[config.mk]
export PLATFORM = sky130hd
export DESIGN_NAME = ram_port_initiator
export DESIGN_NICKNAME = d
export VERILOG_FILES = /design/src/rtl/ram_port_initiator_pkg.sv /design/src/rtl/ram_port_initiator_fifo.sv /design/src/rtl/ram_port_initiator.sv
export SDC_FILE = /design/constraint.sdc
export NUM_CORES = 1
export LEC_CHECK = 0
export BUFFER_PORTS_ARGS = -buffer_cell sky130_fd_sc_hd__buf_2
export CORE_ASPECT_RATIO = 0.8
export CORE_MARGIN = 4
export CORE_UTILIZATION = 35
export DETAILED_ROUTE_END_ITERATION = 10
export HOLD_SLACK_MARGIN = 0.03
export PLACE_DENSITY_LB_ADDON = 0.1
export SLEW_MARGIN = 20
export SYNTH_ARGS = -nofsm -noshare
export SYNTH_HDL_FRONTEND = slang
export SYNTH_HIERARCHICAL = 1
export SYNTH_SLANG_ARGS = --single-unit
[constraint.sdc]
create_clock -name clk -period 5.05 [get_ports clk]
set_input_delay 0.7575 -clock clk [delete_from_list [all_inputs] [get_ports clk]]
set_output_delay 0.7575 -clock clk [all_outputs]
set_load 0.01 [all_outputs]
[src/rtl/ram_port_initiator_pkg.sv]
// rtl/ram_port_initiator_pkg.sv - shared parameters and helpers for the RAM port initiator
package ram_port_initiator_pkg;

   localparam int DEF_DATA_WIDTH = 32;
   localparam int DEF_ADDR_WIDTH = 10;
   localparam int DEF_RSP_DEPTH  = 4;

   // Smallest n with 2**n >= value; constant-foldable for pointer widths.
   function automatic int clog2(input int value);
      int result;
      result = 0;
      for (int i = 0; i < 31; i++) begin
         if ((1 << i) < value) begin
            result = i + 1;
         end
      end
      return result;
   endfunction

endpackage

[src/rtl/ram_port_initiator_fifo.sv]
// rtl/ram_port_initiator_fifo.sv - circular response buffer with pointer/count control
module ram_port_initiator_fifo
   import ram_port_initiator_pkg::*;
#(
   parameter int DATA_WIDTH = DEF_DATA_WIDTH,
   parameter int DEPTH      = DEF_RSP_DEPTH,
   localparam int PW        = clog2(DEPTH),
   localparam int CW        = clog2(DEPTH) + 1
)
(
   input  logic                  clk,
   input  logic                  rst,
   input  logic                  i_push,
   input  logic [DATA_WIDTH-1:0] i_wdata,
   input  logic                  i_pop,
   output logic [DATA_WIDTH-1:0] o_rdata,
   output logic                  o_empty,
   output logic [CW-1:0]         o_count
);

   logic [PW-1:0]         r_wr_ptr;
   logic [PW-1:0]         r_rd_ptr;
   logic [CW-1:0]         r_count;
   logic [DATA_WIDTH-1:0] r_mem [DEPTH];

   logic w_full;
   logic w_do_pop;

   assign w_full   = (r_count == CW'(DEPTH));
   assign o_empty  = (r_count == '0);
   assign o_count  = r_count;
   assign o_rdata  = r_mem[r_rd_ptr];
   assign w_do_pop = i_pop && !o_empty;

   always_ff @(posedge clk or posedge rst) begin
      if (rst) begin
         r_wr_ptr <= '0;
         r_rd_ptr <= '0;
         r_count  <= '0;
         for (int i = 0; i < DEPTH; i++) begin
            r_mem[i] <= '0;
         end
      end else begin
         if (i_push) begin
            r_mem[r_wr_ptr] <= i_wdata;
            r_wr_ptr        <= r_wr_ptr + PW'(1);
         end
         if (w_do_pop) begin
            r_rd_ptr <= r_rd_ptr + PW'(1);
         end
         if (i_push && !w_do_pop) begin
            r_count <= r_count + CW'(1);
         end else if (!i_push && w_do_pop) begin
            r_count <= r_count - CW'(1);
         end
      end
   end

   // The upstream credit check guarantees a free slot for every push.
   a_no_push_when_full: assert property (@(posedge clk) disable iff (rst) !(i_push && w_full));

endmodule

[src/rtl/ram_port_initiator.sv]
// rtl/ram_port_initiator.sv - turns a request stream into RAM port cycles, buffers read data
module ram_port_initiator
   import ram_port_initiator_pkg::*;
#(
   parameter int DATA_WIDTH = DEF_DATA_WIDTH,
   parameter int ADDR_WIDTH = DEF_ADDR_WIDTH,
   parameter int RSP_DEPTH  = DEF_RSP_DEPTH
)
(
   input  logic                  clk,
   input  logic                  rst,
   input  logic                  req_valid,
   output logic                  req_ready,
   input  logic                  req_we,
   input  logic [ADDR_WIDTH-1:0] req_addr,
   input  logic [DATA_WIDTH-1:0] req_wdata,
   output logic                  rsp_valid,
   input  logic                  rsp_ready,
   output logic [DATA_WIDTH-1:0] rsp_rdata,
   output logic                  ram_en,
   output logic                  ram_we,
   output logic [ADDR_WIDTH-1:0] ram_addr,
   output logic [DATA_WIDTH-1:0] ram_din,
   input  logic [DATA_WIDTH-1:0] ram_dout
);

   localparam int CW = clog2(RSP_DEPTH) + 1;

   logic          r_rd_pend;
   logic          w_accept;
   logic          w_rd_issue;
   logic          w_pop;
   logic          w_empty;
   logic [CW-1:0] w_count;
   logic [CW:0]   w_credit_used;

   // Credit counts the read in flight plus buffered entries, from registered state only,
   // so req_ready never depends combinationally on rsp_ready or req_valid.
   assign w_credit_used = {1'b0, w_count} + (CW+1)'(r_rd_pend);
   assign req_ready     = (w_credit_used < (CW+1)'(RSP_DEPTH));

   assign w_accept   = req_valid && req_ready;
   assign w_rd_issue = w_accept && !req_we;
   assign ram_en     = w_accept;
   assign ram_we     = req_we;
   assign ram_addr   = req_addr;
   assign ram_din    = req_wdata;

   assign rsp_valid = !w_empty;
   assign w_pop     = rsp_valid && rsp_ready;

   always_ff @(posedge clk or posedge rst) begin
      if (rst) begin
         r_rd_pend <= 1'b0;
      end else begin
         r_rd_pend <= w_rd_issue;
      end
   end

   // ram_dout is captured only in the cycle right after a read issue.
   ram_port_initiator_fifo #(
      .DATA_WIDTH (DATA_WIDTH),
      .DEPTH      (RSP_DEPTH)
   ) u_rsp_fifo (
      .clk     (clk),
      .rst     (rst),
      .i_push  (r_rd_pend),
      .i_wdata (ram_dout),
      .i_pop   (w_pop),
      .o_rdata (rsp_rdata),
      .o_empty (w_empty),
      .o_count (w_count)
   );

endmodule

==> metrics.txt <==
row cnt=43; Seq/Total Area, Yosys=53.0%; Setup Buffers After CTS=0; synth warn=6; Tcrit/Tclk final=63.6%; maximum clock insertion buffer count=2; hold buffers post-CTS=0; kind of cell adding the most delay to the critical path=flip-flops; dpl ws=~2200 ps; CP max FO=25; CP required=around 4300 ps; Synth area leader=dfrtp_1; port buffer count=a little over 70; post-synth cell types=25; GRT Residual Overflow=0; syn_nets=~480; Critical-path top delay cell=dfrtp_2; worst path arrival time=~2500 ps; worst-margin pin slew=957 ps; startpoint types=flop; Hold Crit Class=in -> async; crit path time final=approximately 3200 ps; Worst-path clk slew=about 60 ps; Final Max Tran Viols=0; pwr/cell area=a little over 700 mW/mm2; CTS H-Tree Depth=4; via density per instance=approximately 5; cells after synthesis=~400; Residual DRC=0; RSZ-0062 raised after global routing=false; Area Overhead vs Synth=12.5%; DRT iter0 DRCs=roughly 80; Root Buffer Master=clkbuf_16; crit path cell chain=buf_4, mux4_2, buf_2; CTS buffer count=17; setup violators final=0; DP Wirelength=between 7000 and 8000 um; Pwr Total=5.20 mW; final WL=about 13000 um; Ant. Diodes=0; largest net degree at the start of global routing=just under 100; Die W=159 um; Crit Path Category=reg -> out; I/O pin total=157; commonest non-fill, non-tap cell in the layout=dfrtp_1; initial core utilization=36.4%; status=completed; fmax=a little over 300 MHz; TNS Setup=0 ps; Setup crit end kind=primary output; TritonCTS clock tree=built; Wirelength per Cell=19.2 um; Max IR drop VDD=roughly 220 uV; P_leak=about 3.2 nW; Slew HR=between 30% and 40%; DRT antenna net count=0; commonest cells after routing, fill and taps aside=134 x dfrtp_1, 121 x mux2_2, 72 x buf_2; fin cells=around 660; placed cells=~630; layout cells sized above 1=60.0%; WP buf/inv=2; Yosys reg bits=136; synthesized area=~0.0064 mm2; filler instances=1642; All-Layer GR Usage=13.1%; Synth top area share=between 50 and 60%; die area=a little over 0.02 mm2; synth top area cells=dfrtp_1 53%, mux2_2 21%, mux4_2 9.8%; via count=3307; TritonRoute pass-1 iters=4; die height=about 130 um; Worst-Skew Late Latency=410 ps; RD Place Congestion=0.660; Multi-input gate area=between 0.002 and 0.0025 mm2; post-CTS resize count=0; nets=510; Layout Skew=11.7 ps; vias in the first global route=about 3700; synthesized area per cell=~16 um2; max-cap violations=0; PnR worst setup slack=approximately 1800 ps; Fin. Hold Viols=0; critical path launch point=u_rsp_fifo/r_rd_ptr[0]$_DFFE_PP0P_; Max stage delay on crit path=between 900 and 1000 ps; area of the core=around 0.018 mm2; first-pass GRT wire length=20600 um; initial antenna violation count=1; FF/Latch Area=approximately 0.0034 mm2; clk sinks=136; Hold Slack=between 200 and 250 ps; Crit Reg-Reg Startpoint=u_rsp_fifo/o_count[0]$_DFFE_PP0P_
## where the power goes
group / leakage (nW) / internal, mW / switching [mW] / total [mW]
clock: 0.340 / 0.980 / 0.460 / 1.44
combinational: 1.24 / 1.07 / 0.633 / 1.70
sequential: 1.59 / 1.65 / 0.412 / 2.06
## worst paths after layout
path | endpoint | slack [ps] | cells past startpoint
worst max register to register | u_rsp_fifo/o_count[2]$_DFFE_PP0P_ | 2780 | 10
worst min-delay path | r_rd_pend$_DFF_PP0_ | 210 | 2
max in group asynchronous | u_rsp_fifo/r_mem[62]$_DFFE_PP0P_ | 3450 | 3
min in group clk | u_rsp_fifo/r_mem[55]$_DFFE_PP0P_ | 490 | 1
worst max-delay path | rsp_rdata[4] | 1840 | 3
worst min register to register | u_rsp_fifo/r_mem[55]$_DFFE_PP0P_ | 490 | 1
## cell usage after synthesis (all sizes together)
cell type / instances
clkbuf: 1
mux2: 129
nand2b: 1
dfrtp: 136
fa: 1
nand3: 1
mux4: 32
xnor2: 3
nor2b: 1
xor2: 3
buf: 63
o21ai: 1
or3: 1
inv: 7
nor2: 3
nor3: 1
nand2: 6
ha: 5
and3: 1
## logic make-up after synthesis
| logic type | Yosys count | synth area share (%) |
|---|---|---|
| compound gates | 1 | 0.0779 |
| xor+xnor | 6 | 0.819 |
| fa+ha+maj | 6 | 1.29 |
| buf+inv | 71 | 9.07 |
| flops | 136 | 53.0 |
| mux | 161 | 34.1 |
| simple gates | 15 | 1.62 |
## state kept, by name, summed over array words and instances, names as in the netlist
register             cells
u_rsp_fifo/o_count       3
u_rsp_fifo/r_wr_ptr      2
u_rsp_fifo/r_rd_ptr      2
r_rd_pend                1
u_rsp_fifo/r_mem       128
## stage by stage
stage	utilization (%)	area, um2
after detailed placement	37.0	6530
after CTS	40.9	7220
after floorplan	-	6420
after global routing	40.9	7220
after global placement	37.0	6530
final	40.9	7220
## per-layer routing
layer  global-route usage, %  share of wire [%]
met3                    4.39                4.7
met4                    5.10                1.9
met2                    19.7                 46
met5                       0              0.055
met1                    17.8                 48
## cell type report
type,instances,share of cell area [%]
inverter,7,0.433
clock buffer,21,6.65
tap,225,3.90
clock inverter,11,2.98
sequential,136,47.2
timing repair buffer,74,5.20
multi-input combinational,189,33.7
(Power assumes the default switching activity.)
